[config.mk]
export PLATFORM = sky130hd
export DESIGN_NAME = csr_access_unit
export DESIGN_NICKNAME = d
export VERILOG_FILES = /design/src/rtl/csr_pkg.sv /design/src/rtl/csr_mask_gen.sv /design/src/rtl/csr_access_unit.sv
export SDC_FILE = /design/constraint.sdc
export NUM_CORES = 1
export LEC_CHECK = 0
export BUFFER_PORTS_ARGS = -buffer_cell sky130_fd_sc_hd__buf_2
export CAP_MARGIN = 20
export CELL_PAD_IN_SITES_DETAIL_PLACEMENT = 2
export CELL_PAD_IN_SITES_GLOBAL_PLACEMENT = 2
export CORE_MARGIN = 3
export CORE_UTILIZATION = 31
export CTS_BUF_LIST = sky130_fd_sc_hd__clkbuf_8
export DETAILED_ROUTE_END_ITERATION = 7
export GPL_ROUTABILITY_DRIVEN = 1
export HOLD_SLACK_MARGIN = 0.15
export PLACE_DENSITY = 0.95
export SETUP_SLACK_MARGIN = 0.1
export SLEW_MARGIN = 0
export SYNTH_ARGS = -nofsm -noshare
export SYNTH_HDL_FRONTEND = slang
export SYNTH_SLANG_ARGS = --single-unit
[constraint.sdc]
create_clock -name clk_i -period 3.6 [get_ports clk_i]
set_clock_uncertainty 0.15 [all_clocks]
set_input_delay 0.72 -clock clk_i [delete_from_list [all_inputs] [get_ports clk_i]]
set_output_delay 0.72 -clock clk_i [all_outputs]
set_load 0.01 [all_outputs]
[src/rtl/csr_pkg.sv]
// Shared definitions for the CSR access unit: operation and state encodings,
// privilege levels and the fixed CSR address fields.
package csr_pkg;

    typedef enum logic [1:0] {
        OP_RSV = 2'b00,
        OP_RW  = 2'b01,
        OP_RS  = 2'b10,
        OP_RC  = 2'b11
    } csr_op_e;

    typedef enum logic [1:0] {
        ST_IDLE  = 2'b00,
        ST_PROBE = 2'b01,
        ST_WRITE = 2'b10,
        ST_RESP  = 2'b11
    } csr_state_e;

    localparam logic [1:0] PRIV_U = 2'b00;
    localparam logic [1:0] PRIV_S = 2'b01;
    localparam logic [1:0] PRIV_M = 2'b11;

    localparam int ADDR_RO_HI   = 11;
    localparam int ADDR_RO_LO   = 10;
    localparam int ADDR_PRIV_HI = 9;
    localparam int ADDR_PRIV_LO = 8;

    function automatic logic addr_is_ro(input logic [11:0] addr);
        return (addr[ADDR_RO_HI:ADDR_RO_LO] == 2'b11);
    endfunction

    function automatic logic priv_denied(input logic [11:0] addr, input logic [1:0] priv);
        return (addr[ADDR_PRIV_HI:ADDR_PRIV_LO] > priv);
    endfunction

endpackage

[src/rtl/csr_mask_gen.sv]
// Translates a CSR operation and its operand into the set/clear masks
// driven on the CSR bus during the write cycle.
module csr_mask_gen
    import csr_pkg::*;
#(
    parameter int XLEN = 32
) (
    input  csr_op_e          op_i,
    input  logic [XLEN-1:0]  operand_i,
    output logic [XLEN-1:0]  set_o,
    output logic [XLEN-1:0]  clear_o
);

    // Mask selection per operation
    always_comb begin
        set_o   = {XLEN{1'b0}};
        clear_o = {XLEN{1'b0}};
        case (op_i)
            OP_RW: begin
                set_o   = operand_i;
                clear_o = ~operand_i;
            end
            OP_RS: begin
                set_o   = operand_i;
                clear_o = {XLEN{1'b0}};
            end
            OP_RC: begin
                set_o   = {XLEN{1'b0}};
                clear_o = operand_i;
            end
            default: begin
                set_o   = {XLEN{1'b0}};
                clear_o = {XLEN{1'b0}};
            end
        endcase
    end

endmodule

[src/rtl/csr_access_unit.sv]
// CSR bus initiator: accepts one CSR instruction, probes the target CSR,
// checks legality, issues at most one set/clear write and returns the old value.
module csr_access_unit
    import csr_pkg::*;
#(
    parameter int XLEN        = 32,
    parameter int ACK_TIMEOUT = 4
) (
    input  logic             clk_i,
    input  logic             rst_i,
    input  logic             req_valid_i,
    output logic             req_ready_o,
    input  logic [1:0]       req_op_i,
    input  logic             req_imm_i,
    input  logic [11:0]      req_addr_i,
    input  logic [4:0]       req_rs1_idx_i,
    input  logic [XLEN-1:0]  req_rs1_data_i,
    input  logic [1:0]       priv_i,
    output logic             resp_valid_o,
    input  logic             resp_ready_i,
    output logic [XLEN-1:0]  resp_rdata_o,
    output logic             resp_illegal_o,
    output logic             csr_en_o,
    output logic [11:0]      csr_addr_o,
    output logic [XLEN-1:0]  csr_set_o,
    output logic [XLEN-1:0]  csr_clear_o,
    input  logic [XLEN-1:0]  csr_rdata_i,
    input  logic             csr_ack_i
);

    localparam int               CNT_W    = (ACK_TIMEOUT > 1) ? $clog2(ACK_TIMEOUT) : 1;
    localparam logic [CNT_W-1:0] CNT_LAST = CNT_W'(ACK_TIMEOUT - 1);

    csr_state_e        state_q, state_d;
    csr_op_e           op_q, op_d;
    logic [11:0]       addr_q, addr_d;
    logic [XLEN-1:0]   operand_q, operand_d;
    logic              wreq_q, wreq_d;
    logic [CNT_W-1:0]  cnt_q, cnt_d;
    logic [XLEN-1:0]   rdata_q, rdata_d;
    logic              illegal_q, illegal_d;
    logic [XLEN-1:0]   mask_set_s, mask_clear_s;

    csr_mask_gen #(.XLEN(XLEN)) u_mask_gen (
        .op_i      (op_q),
        .operand_i (operand_q),
        .set_o     (mask_set_s),
        .clear_o   (mask_clear_s)
    );

    // State and transaction registers
    always_ff @(posedge clk_i or negedge rst_i) begin
        if (!rst_i) begin
            state_q   <= ST_IDLE;
            op_q      <= OP_RSV;
            addr_q    <= 12'h000;
            operand_q <= {XLEN{1'b0}};
            wreq_q    <= 1'b0;
            cnt_q     <= {CNT_W{1'b0}};
            rdata_q   <= {XLEN{1'b0}};
            illegal_q <= 1'b0;
        end else begin
            state_q   <= state_d;
            op_q      <= op_d;
            addr_q    <= addr_d;
            operand_q <= operand_d;
            wreq_q    <= wreq_d;
            cnt_q     <= cnt_d;
            rdata_q   <= rdata_d;
            illegal_q <= illegal_d;
        end
    end

    // Next-state and captured-data logic
    always_comb begin
        state_d   = state_q;
        op_d      = op_q;
        addr_d    = addr_q;
        operand_d = operand_q;
        wreq_d    = wreq_q;
        cnt_d     = cnt_q;
        rdata_d   = rdata_q;
        illegal_d = illegal_q;
        case (state_q)
            ST_IDLE: begin
                if (req_valid_i) begin
                    op_d      = csr_op_e'(req_op_i);
                    addr_d    = req_addr_i;
                    operand_d = req_imm_i ? {{(XLEN-5){1'b0}}, req_rs1_idx_i} : req_rs1_data_i;
                    wreq_d    = (req_op_i == OP_RW) || (req_rs1_idx_i != 5'd0);
                    cnt_d     = {CNT_W{1'b0}};
                    rdata_d   = {XLEN{1'b0}};
                    // Reserved op or insufficient privilege fails before touching the bus
                    if ((req_op_i == OP_RSV) || priv_denied(req_addr_i, priv_i)) begin
                        illegal_d = 1'b1;
                        state_d   = ST_RESP;
                    end else begin
                        illegal_d = 1'b0;
                        state_d   = ST_PROBE;
                    end
                end else begin
                    state_d = ST_IDLE;
                end
            end
            ST_PROBE: begin
                if (csr_ack_i) begin
                    if (wreq_q && addr_is_ro(addr_q)) begin
                        illegal_d = 1'b1;
                        state_d   = ST_RESP;
                    end else begin
                        rdata_d = csr_rdata_i;
                        state_d = wreq_q ? ST_WRITE : ST_RESP;
                    end
                end else if (cnt_q == CNT_LAST) begin
                    illegal_d = 1'b1;
                    state_d   = ST_RESP;
                end else begin
                    cnt_d = cnt_q + {{(CNT_W-1){1'b0}}, 1'b1};
                end
            end
            ST_WRITE: begin
                state_d = ST_RESP;
            end
            ST_RESP: begin
                if (resp_ready_i) begin
                    state_d = ST_IDLE;
                end else begin
                    state_d = ST_RESP;
                end
            end
            default: begin
                state_d = ST_IDLE;
            end
        endcase
    end

    // Output decode from the current state
    always_comb begin
        req_ready_o    = 1'b0;
        resp_valid_o   = 1'b0;
        resp_rdata_o   = {XLEN{1'b0}};
        resp_illegal_o = 1'b0;
        csr_en_o       = 1'b0;
        csr_addr_o     = 12'h000;
        csr_set_o      = {XLEN{1'b0}};
        csr_clear_o    = {XLEN{1'b0}};
        case (state_q)
            ST_IDLE: begin
                req_ready_o = rst_i;
            end
            ST_PROBE: begin
                csr_en_o   = 1'b1;
                csr_addr_o = addr_q;
            end
            ST_WRITE: begin
                csr_en_o    = 1'b1;
                csr_addr_o  = addr_q;
                csr_set_o   = mask_set_s;
                csr_clear_o = mask_clear_s;
            end
            ST_RESP: begin
                resp_valid_o   = 1'b1;
                resp_rdata_o   = illegal_q ? {XLEN{1'b0}} : rdata_q;
                resp_illegal_o = illegal_q;
            end
            default: begin
                req_ready_o = 1'b0;
            end
        endcase
    end

endmodule
==> impl_metrics.toml, run 1 <==
[yosys]
synth_most_common_cell = "nand2_1"
synthesis.nets = 635
commonest_cells_in_the_synthesized_netlist = "nand2_1 (104), dfrtp_1 (84), and2_1 (78)"
synthesis.instances = 535
ys_seq_elements = 84
synth_cell_types = 38
synth_top_family_by_area = "simple AND/OR/NAND/NOR gates"
post-synth-top-area-cell = "dfrtp_1"
portion_of_netlist_area_occupied_by_mux_cells_pct = 11.3
synth_top_cells_by_area = "dfrtp_1 (42%), and2_1 (9.8%), nand2_1 (7.8%)"
yosys.area_share.simple_pct = 28.2
netlist.area_leader.share_pct = 42.2
postSynthAreaPerCell_um2 = 9.32
ys.flop_type = "dfrtp_1"
synth-seq-area-share_pct = 42.2
post_synthesis_async_set_or_reset_flop_share_pct = 100
yosysWarnings = 0
synth_adder_area_share_pct = 2.26
synth_xor_area_share_pct = 0
synth_edf_count = 0
synthesis.area_um2 = 4980
synth_compound_gate_area_share_pct = 10.9

[routing]
routed-via-count = 4508
antenna_left = 0
avgRoutedWirePerCell_um = 18.0
drt-initial-drc-count = 120
drt_drc_violations_left = 0
via_per_inst = 4.82
detail_route.first_pass.iterations = 4
postRouteWirelength_um = 16800

[clocking]
numCtsBuffers = 9
clk_pin_slew_worst_paths_ns = 0.09
cts_root_buffer = "clkbuf_8"
cts-resized-gates = 0
cts.htree.levels = 3
cts-root-to-sink-buffers = 2
post_cts.repair.setup_buffers = 0
post_cts_hold_buffer_count = 0
insertion_delay_ns = 0.35
cts_tree = "done"
numClockSinks = 84

[global_route]
track_usage_pct = 19.3
groute.layer.met3.usage_pct = 4.94
grt_antenna_before_repair = 2
met1_layer_usage_reported_by_global_route_pct = 22.6
grt_pass1_wl_um = 27500
grt_pass1_vias = 5192
sum_of_overflow_across_all_layers_after_global_routing = 0
global_route.usage.met2_pct = 34.9
grt_max_degree = 84
busiest_layer = "met2"

[sta]
hold_viol_final = 0
slew_headroom_pct = 56.4
grt_setup_unrepaired = "no"
fin_hold_ws_ns = 0.313
setup-tns-final_ns = 0
maxClockFrequency_ghz = 0.330
report.final.slew_viol_count = 0
setup_viol = 0
min_period_ns = 3.03
fin_crit_sh_pct = 84.1
worst-slew-pin-transition_ns = 0.653

[die]
die_height_um = 133
design.portCount = 203
die_width_um = 133
floorplan.rows = 45
initial_cell_density_of_the_core_pct = 32.2
floorplan.core_area_um2 = 15500
die_area_um2 = 17600

[placement]
gp_routability_congestion = 0.825
hpwlAfterDp_um = 13100
numPlacedInstances = 920
placement.io_buffers = 202

[final_layout]
finalCoreUtilization_pct = 40.8
multiInputGateArea_um2 = 2630
stdcell_count = 936
fill_cells = 1769
layout_cells_sized_above_1_pct = 38.3
final-seq-area_um2 = 2100
antennaDiodeCount = 0
fin_nets = 820
area_growth_pct = 26.7

[critical_path]
critPathTopFamily = "buffers and inverters"
worst_setup_path_end_kind = "output port"
cpMostUsedCell = "buf_4"
reg2reg_setup_slack_ns = 0.96
cp.required_ns = 2.73
critPathKind = "register to output port"
critical_path_arrival_ns = 2.16
crit_chain = "inv_1 > ha_1 > buf_4 > nor2b_1 > buf_4 > and2_1 > buf_2"
start_kind = "register"
cp_max_fo = 35
reg2reg_depth = 8
worstSetupPathDepth = 7
critical_path.n_buffers_inverters = 4
critical_path.slowest_cell = "dfrtp_1"
critical-path-max-stage-delay_ns = 0.41

[status]
status = "completed"

[power]
report.power.total_uw = 4940
vdd.ir_drop.worst_uv = 268
p_per_area_nw_per_um2 = 783
static-leakage-power_uw = 0.00326

[worst_hold_path]
hold_path_class = "primary input to asynchronous set/reset pin"

[flow_run]
drv_cap = 0
==> path summary, 6_finish.rpt <==
kind / from / endpoint
max in group asynchronous: rst_i / rdata_q[17]
max reg2reg: state_q[1] / rdata_q[26]
min reg2reg: rdata_q[29] / rdata_q[29]
max: state_q[0] / csr_set_o[8]
min: rst_i / operand_q[28]
min in group clk_i: rdata_q[29] / rdata_q[29]
==> cell usage in the layout (no fill, tap or decap), types with 2 or more instances in the layout <==
cell type / instances
mux2_2: 3
nor2b_1: 37
nor2_1: 3
dfrtp_1: 84
nand2_2: 3
o21ai_2: 30
and2_1: 78
nand2_1: 103
nand2b_1: 28
buf_4: 11
ha_1: 9
mux2_4: 10
mux2i_1: 38
o21ai_0: 37
nand3_1: 2
inv_1: 11
o22ai_1: 2
buf_2: 201
nor3_1: 2
o21ai_1: 2
clkbuf_8: 12
==> layout make-up <==
class / instances / area share [%]
Clock buffer: 12 / 2.62
Clock inverter: 4 / 0.258
Inverter: 8 / 0.476
Multi-Input combinational cell: 404 / 41.6
Sequential cell: 84 / 33.3
Tap cell: 211 / 4.18
Timing Repair Buffer: 213 / 17.6
==> registers in the layout, indices dropped and copies added (netlist names) <==
signal and flops:
state_q 2, addr_q 12, operand_q 32, rdata_q 32, wreq_q 1, illegal_q 1, cnt_q 2, op_q 2
==> metal layers <==
metal  vias up  wire (um)
met4         4        234
met2       150       8650
met5         -         27
met3        19       1050
li1       2112          -
met1      2223       6870
==> worst reg2reg max path, delay by kind of cell, from the launching register on <==
family	cells	cell delay [ns]
DFF	1	0.40
buffers and inverters	3	0.85
and+or+nand+nor	3	0.80
adders and majority gates	1	0.27
AOI/OAI and AO/OA	1	0.06
==> through the flow <==
| stage | area [um2] | setup slack (ns) |
|---|---|---|
| floorplan | 4980 | 1.38 |
| global placement | 6130 | 1.07 |
| detailed placement | 6130 | 0.899 |
| CTS | 6310 | 0.480 |
| global route | 6310 | 0.419 |
| finish | 6310 | 0.572 |
==> logic make-up (layout without fill, tap and decap cells) <==
group / after synthesis / after routing
adder cells (fa/ha/maj): 9 / 9
flip-flops: 84 / 84
buffers and inverters: 47 / 237
AND/OR/NAND/NOR: 264 / 264
multiplexers: 51 / 51
AO/OA/AOI/OAI: 80 / 80
==> power by group <==
group	switching [uW]	internal, uW	total [uW]
Clock	343	300	643
Sequential	351	1380	1730
Combinational	1520	1050	2570
Note: power is estimated with default switching activity, not from simulation.
==> run 2: changes to the inputs <==
- CORE_UTILIZATION: 31 -> 26
- PLACE_DENSITY: 0.95 -> 0.91
- clock period: 3.6 -> 2.6 ns (I/O delays scaled with it)
==> impl_metrics.toml, run 2 (synthesis results as in run 1) <==
[sta]
worst-slew-pin-transition_ns = 0.719
hold_viol_final = 0
maxClockFrequency_ghz = 0.419
setup-tns-final_ns = 0
slew_headroom_pct = 52.1
min_period_ns = 2.39
report.final.slew_viol_count = 0
setup_viol = 0
fin_crit_sh_pct = 91.8
grt_setup_unrepaired = "yes"

[worst_hold_path]
timing.hold.worst.start = "req_addr_i[0]"
hold_path_class = "primary input to register"

[final_layout]
layout_cells_sized_above_1_pct = 39.9
multiInputGateArea_um2 = 2650
final-seq-area_um2 = 2100
layout.cells.most_common_list = "buf_2 (201), nand2_1 (103), dfrtp_1 (84), and2_1 (78), mux2i_1 (38)"
antennaDiodeCount = 0
fill_cells = 2166
reg.largest.list = "operand_q: 32 flops, rdata_q: 32 flops, addr_q: 12 flops"
stdcell_count = 963
area_growth_pct = 30.7
fin_nets = 825
most_common_cell_after_layout_fill_and_taps_aside = "buf_2"

[clocking]
numCtsBuffers = 9
insertion_delay_ns = 0.36
numClockSinks = 84
cts_root_buffer = "clkbuf_8"
cts.htree.levels = 3
cts_tree = "done"
clk_pin_slew_worst_paths_ns = 0.09
cts-root-to-sink-buffers = 2

[routing]
postRouteWirelength_um = 16700
detail_route.wirelength.met1_um = 7240
via_per_inst = 4.63
detail_route.first_pass.iterations = 4
antenna_left = 0
drt_drc_violations_left = 0
met2_length_um = 8100
drt-initial-drc-count = 103
wl_met3_um = 1080
routed-via-count = 4463
highest_layer = "met5"
avgRoutedWirePerCell_um = 17.3

[global_route]
grt_max_degree = 53
sum_of_overflow_across_all_layers_after_global_routing = 0
grt_pass1_vias = 4740
grt_pass1_wl_um = 26400
track_usage_pct = 16.0
grt_antenna_before_repair = 2

[die]
initial_cell_density_of_the_core_pct = 26.6
design.portCount = 203
floorplan.rows = 50
floorplan.core_area_um2 = 18800
die_area_um2 = 20900
die_width_um = 144
die_height_um = 144

[critical_path]
start_kind = "register"
cp-startpoint = "op_q[0]"
critical_path_arrival_ns = 1.72
reg2reg_setup_slack_ns = 0.50
r2r-start = "state_q[1]"
worst_setup_path_end_kind = "output port"
cp_max_fo = 32
cp.required_ns = 1.93
critPathKind = "register to output port"

[placement]
placement.io_buffers = 202
hpwlAfterDp_um = 12700
gp_routability_congestion = 0.739
numPlacedInstances = 947

[power]
p_per_area_nw_per_um2 = 1120
static-leakage-power_uw = 0.00332
vdd.ir_drop.worst_uv = 334

[status]
status = "completed"

[flow_run]
drv_cap = 0
-- run 2: changes by cell type in the layout (fill, tap and decap cells not counted), sizes merged --
| cell | previous run | this run |
|---|---|---|
| inv | 11 | 8 |
| bufinv | 0 | 3 |
| clkinv | 1 | 2 |
| buf | 213 | 217 |
| dlygate4sd3 | 0 | 1 |
| clkbuf | 12 | 10 |
-- run 2: per-layer routing --
metal  global-route usage [%]  up-vias
met3                     3.97       17
met2                     27.4      152
met4                     4.07        4
met5                        0        -
li1                         -     2120
met1                     20.3     2170
-- run 2: power breakdown --
group / switching [uW] / internal (uW)
combinational: 2120 / 1640
sequential: 492 / 1910
clock: 491 / 657
-- run 2: layout make-up --
class	instances	share of cell area, %
repair buffers	218	18.5
clock buffers	10	2.11
well taps	234	4.49
inverters	8	0.461
clock inverters	5	1.54
flip-flops and latches	84	32.3
multi-input cells	404	40.6
-- run 2: what timing repair did --
action	CTS	global route
setup buffers	0	0
endpoints found under the setup margin	53	99
hold buffers	1	0
hold endpoints to repair	32	0
resized for setup	4	9
-- run 2: worst paths after layout --
path,endpoint,cells past startpoint
worst min register to register,rdata_q[28],2
min in group asynchronous,rdata_q[21],3
max in group asynchronous,op_q[1],3
worst max-delay path,csr_set_o[30],5
worst max register to register,illegal_q,6
worst min-delay path,addr_q[0],2
-- run 2: stage by stage --
stage                     util (%)  setup WS, ns  instance area, um2  hold slack [ns]  total power [uW]
final                         34.7         0.213                6510            0.239              7310
after global routing          34.7        0.0857                6510            0.221              7980
after CTS                     34.6        0.0926                6480            0.206              7430
after detailed placement      33.2         0.374                6220            0.310              6220
after global placement        33.2         0.435                6220            0.301              5960
after floorplan                  -         0.581                4980           0.0744              4910
-- run 2: critical path, stage by stage (launching register included) --
cell	delay, ns
dfrtp_1	0.41
ha_1	0.34
nor2b_4	0.14
buf_12	0.17
and2_1	0.15
buf_2	0.14
==> run 3: changes to the inputs <==
- ABC_AREA: unset -> 1
- CORE_UTILIZATION: 26 -> 24
==> impl_metrics.toml, run 3 <==
[power]
p_seq_share_pct = 31.3
static-leakage-power_uw = 0.00346
switching_power_summed_over_all_nets_uw = 3410
fraction_of_power_consumed_by_the_clock_network_pct = 12.5
swShare_pct = 48.4
p_int_uw = 3620
vdd.ir_drop.worst_uv = 386
power.combinational.fraction_pct = 56.2
p_per_area_nw_per_um2 = 1090
report.power.total_uw = 7030

[global_route]
grt_antenna_before_repair = 0
grt_pass1_wl_um = 29300
track_usage_pct = 16.8
grt_max_degree = 85
grt_pass1_vias = 5550
sum_of_overflow_across_all_layers_after_global_routing = 0

[final_layout]
stdcell_count = 1118
fin_nets = 949
multiInputGateArea_um2 = 2160
reg.largest.list = "operand_q: 32 flops, rdata_q: 32 flops, addr_q: 12 flops"
final-seq-area_um2 = 2100
final_design_area_no_fill_um2 = 6430
antennaDiodeCount = 0
most_common_cell_after_layout_fill_and_taps_aside = "buf_2"
layout.cells.most_common_list = "buf_2 (196), nand2_1 (131), nor2_1 (122), inv_1 (97), dfrtp_1 (84)"
layout_cells_sized_above_1_pct = 34.7
fill_cells = 2365
area_growth_pct = 33.3

[critical_path]
critical_path.slowest_cell = "dfrtp_1"
critPathKind = "register to output port"
worst_setup_path_end_kind = "output port"
crit_chain = "inv_2 > ha_4 > inv_2 > or2_4 > buf_12 > nor2_1 > buf_2"
cp_max_fo = 16
cpMostUsedCell = "inv_2"
reg2reg_setup_slack_ns = 0.24
reg2reg_depth = 7
start_kind = "register"
r2r-start = "state_q[1]"
critical_path_arrival_ns = 1.81
critical-path-max-stage-delay_ns = 0.42
regToRegEndpoint = "cnt_q[0]"
cp.required_ns = 1.93

[clocking]
insertion_delay_ns = 0.37
cts.htree.levels = 3
numCtsBuffers = 9
cts-root-to-sink-buffers = 2
clk_pin_slew_worst_paths_ns = 0.09
numClockSinks = 84
cts_tree = "done"
cts_root_buffer = "clkbuf_8"

[die]
die_width_um = 148
initial_cell_density_of_the_core_pct = 24.6
design.portCount = 203
floorplan.rows = 51
die_height_um = 148
floorplan.core_area_um2 = 19600
die_area_um2 = 21800

[worst_hold_path]
holdPathStages = 3
hold_end = "addr_q[3]"
hold_path_class = "primary input to register"
timing.hold.worst.start = "req_addr_i[3]"

[routing]
antenna_left = 0
drt-initial-drc-count = 180
avgRoutedWirePerCell_um = 16.9
postRouteWirelength_um = 18900
drt_drc_violations_left = 0
routed-via-count = 5038
detail_route.first_pass.iterations = 4
via_per_inst = 4.51

[placement]
hpwlAfterDp_um = 13300
numPlacedInstances = 1097
placement.io_buffers = 202
gp_routability_congestion = 0.769
postPlaceCellArea_um2 = 6030

[yosys]
ys.flop_type = "dfrtp_1"
ys_seq_elements = 84
postSynthAreaPerCell_um2 = 7.35
synthesis.nets = 756
synth_cell_types = 26
post-synth-top-area-cell = "dfrtp_1"
synth_edf_count = 0
yosysWarnings = 0
post_synthesis_async_set_or_reset_flop_share_pct = 100
synthesis.instances = 656
netlist.area_leader.share_pct = 43.6
synth_top_cells_by_area = "dfrtp_1 (44%), nor2_1 (11%), nand2_1 (10%)"
synth-seq-area-share_pct = 43.6
commonest_cells_in_the_synthesized_netlist = "nor2_1 (139), nand2_1 (131), inv_1 (96)"
synthesis.area_um2 = 4820
synth_most_common_cell = "nor2_1"

[sta]
worst-slew-pin-transition_ns = 0.489
report.final.slew_viol_count = 0
min_period_ns = 2.48
fin_crit_sh_pct = 95.4
slew_headroom_pct = 67.4
grt_setup_unrepaired = "yes"
hold_viol_final = 0
maxClockFrequency_ghz = 0.403
fin_hold_ws_ns = 0.195
setup_viol = 0

[status]
status = "completed"

[flow_run]
drv_cap = 0
[run 3: cell type report]
type,count,area share (%)
Clock inverter,4,0.272
Clock buffer,11,2.35
Sequential cell,84,32.7
Timing Repair Buffer,222,20.1
Inverter,98,5.80
Multi-Input combinational cell,434,33.6
Tap cell,265,5.16
[run 3: worst max path at each step]
stage	startpoint	cells after the start	end	slack, ns
detailed placement	state_q[0]	6	csr_clear_o[29]	0.39
floorplan	state_q[0]	7	csr_set_o[10]	0.55
global route	state_q[0]	7	csr_set_o[31]	-0.03
global placement	state_q[0]	6	csr_clear_o[29]	0.41
CTS	state_q[0]	7	csr_set_o[27]	0.08
finish	state_q[0]	7	csr_set_o[31]	0.12
[run 3: routing by layer]
layer | up-vias | global-route usage, % | share of wire (%)
met2 | 119 | 32.1 | 54
met1 | 2502 | 19.5 | 41
li1 | 2395 | - | -
met5 | - | 0 | 0
met4 | 0 | 4.80 | 1.9
met3 | 22 | 2.36 | 3.5
[run 3: cell families (layout without fill, tap and decap cells)]
kind of cell | count (synthesis) | in the layout | share of synthesized area, %
AO/OA/AOI/OAI | 114 | 114 | 14.1
flip-flops | 84 | 84 | 43.6
buffers and inverters | 138 | 335 | 13.7
AND/OR/NAND/NOR | 311 | 311 | 26.3
adder cells (fa/ha/maj) | 9 | 9 | 2.33
[run 3: timing repair]
item                                    CTS  global route
pin swaps                                 0             1
cloned                                    0             2
endpoints found under the hold margin    84             0
hold buffers                              1             0
buffers inserted                          1             2
endpoints found under the setup margin   66            85
gates resized for setup                  10            33
[run 3: critical path, delay by kind of cell, from the launching register on]
family	cells	cell delay, ns
buf+inv	4	0.47
fa+ha+maj	1	0.16
flops	1	0.42
simple gates	2	0.40
[run 3: per-stage QoR]
step           TNS, ns  util, %  setup WS [ns]
2_1_floorplan        0        -          0.551
3_3_place_gp         0     30.8          0.409
3_5_place_dp         0     30.8          0.386
4_1_cts              0     31.9         0.0848
5_1_grt        -0.0267     32.8        -0.0267
6_report             0     32.8          0.118
[run 3: power groups by stage]
stage	combinational (uW)	clock, uW	sequential [uW]
final	3950	878	2200
after CTS	3780	932	2190
after global routing	4470	974	2280
after floorplan	2560	0	2110
after detailed placement	3700	0	2210
after global placement	3520	0	2150
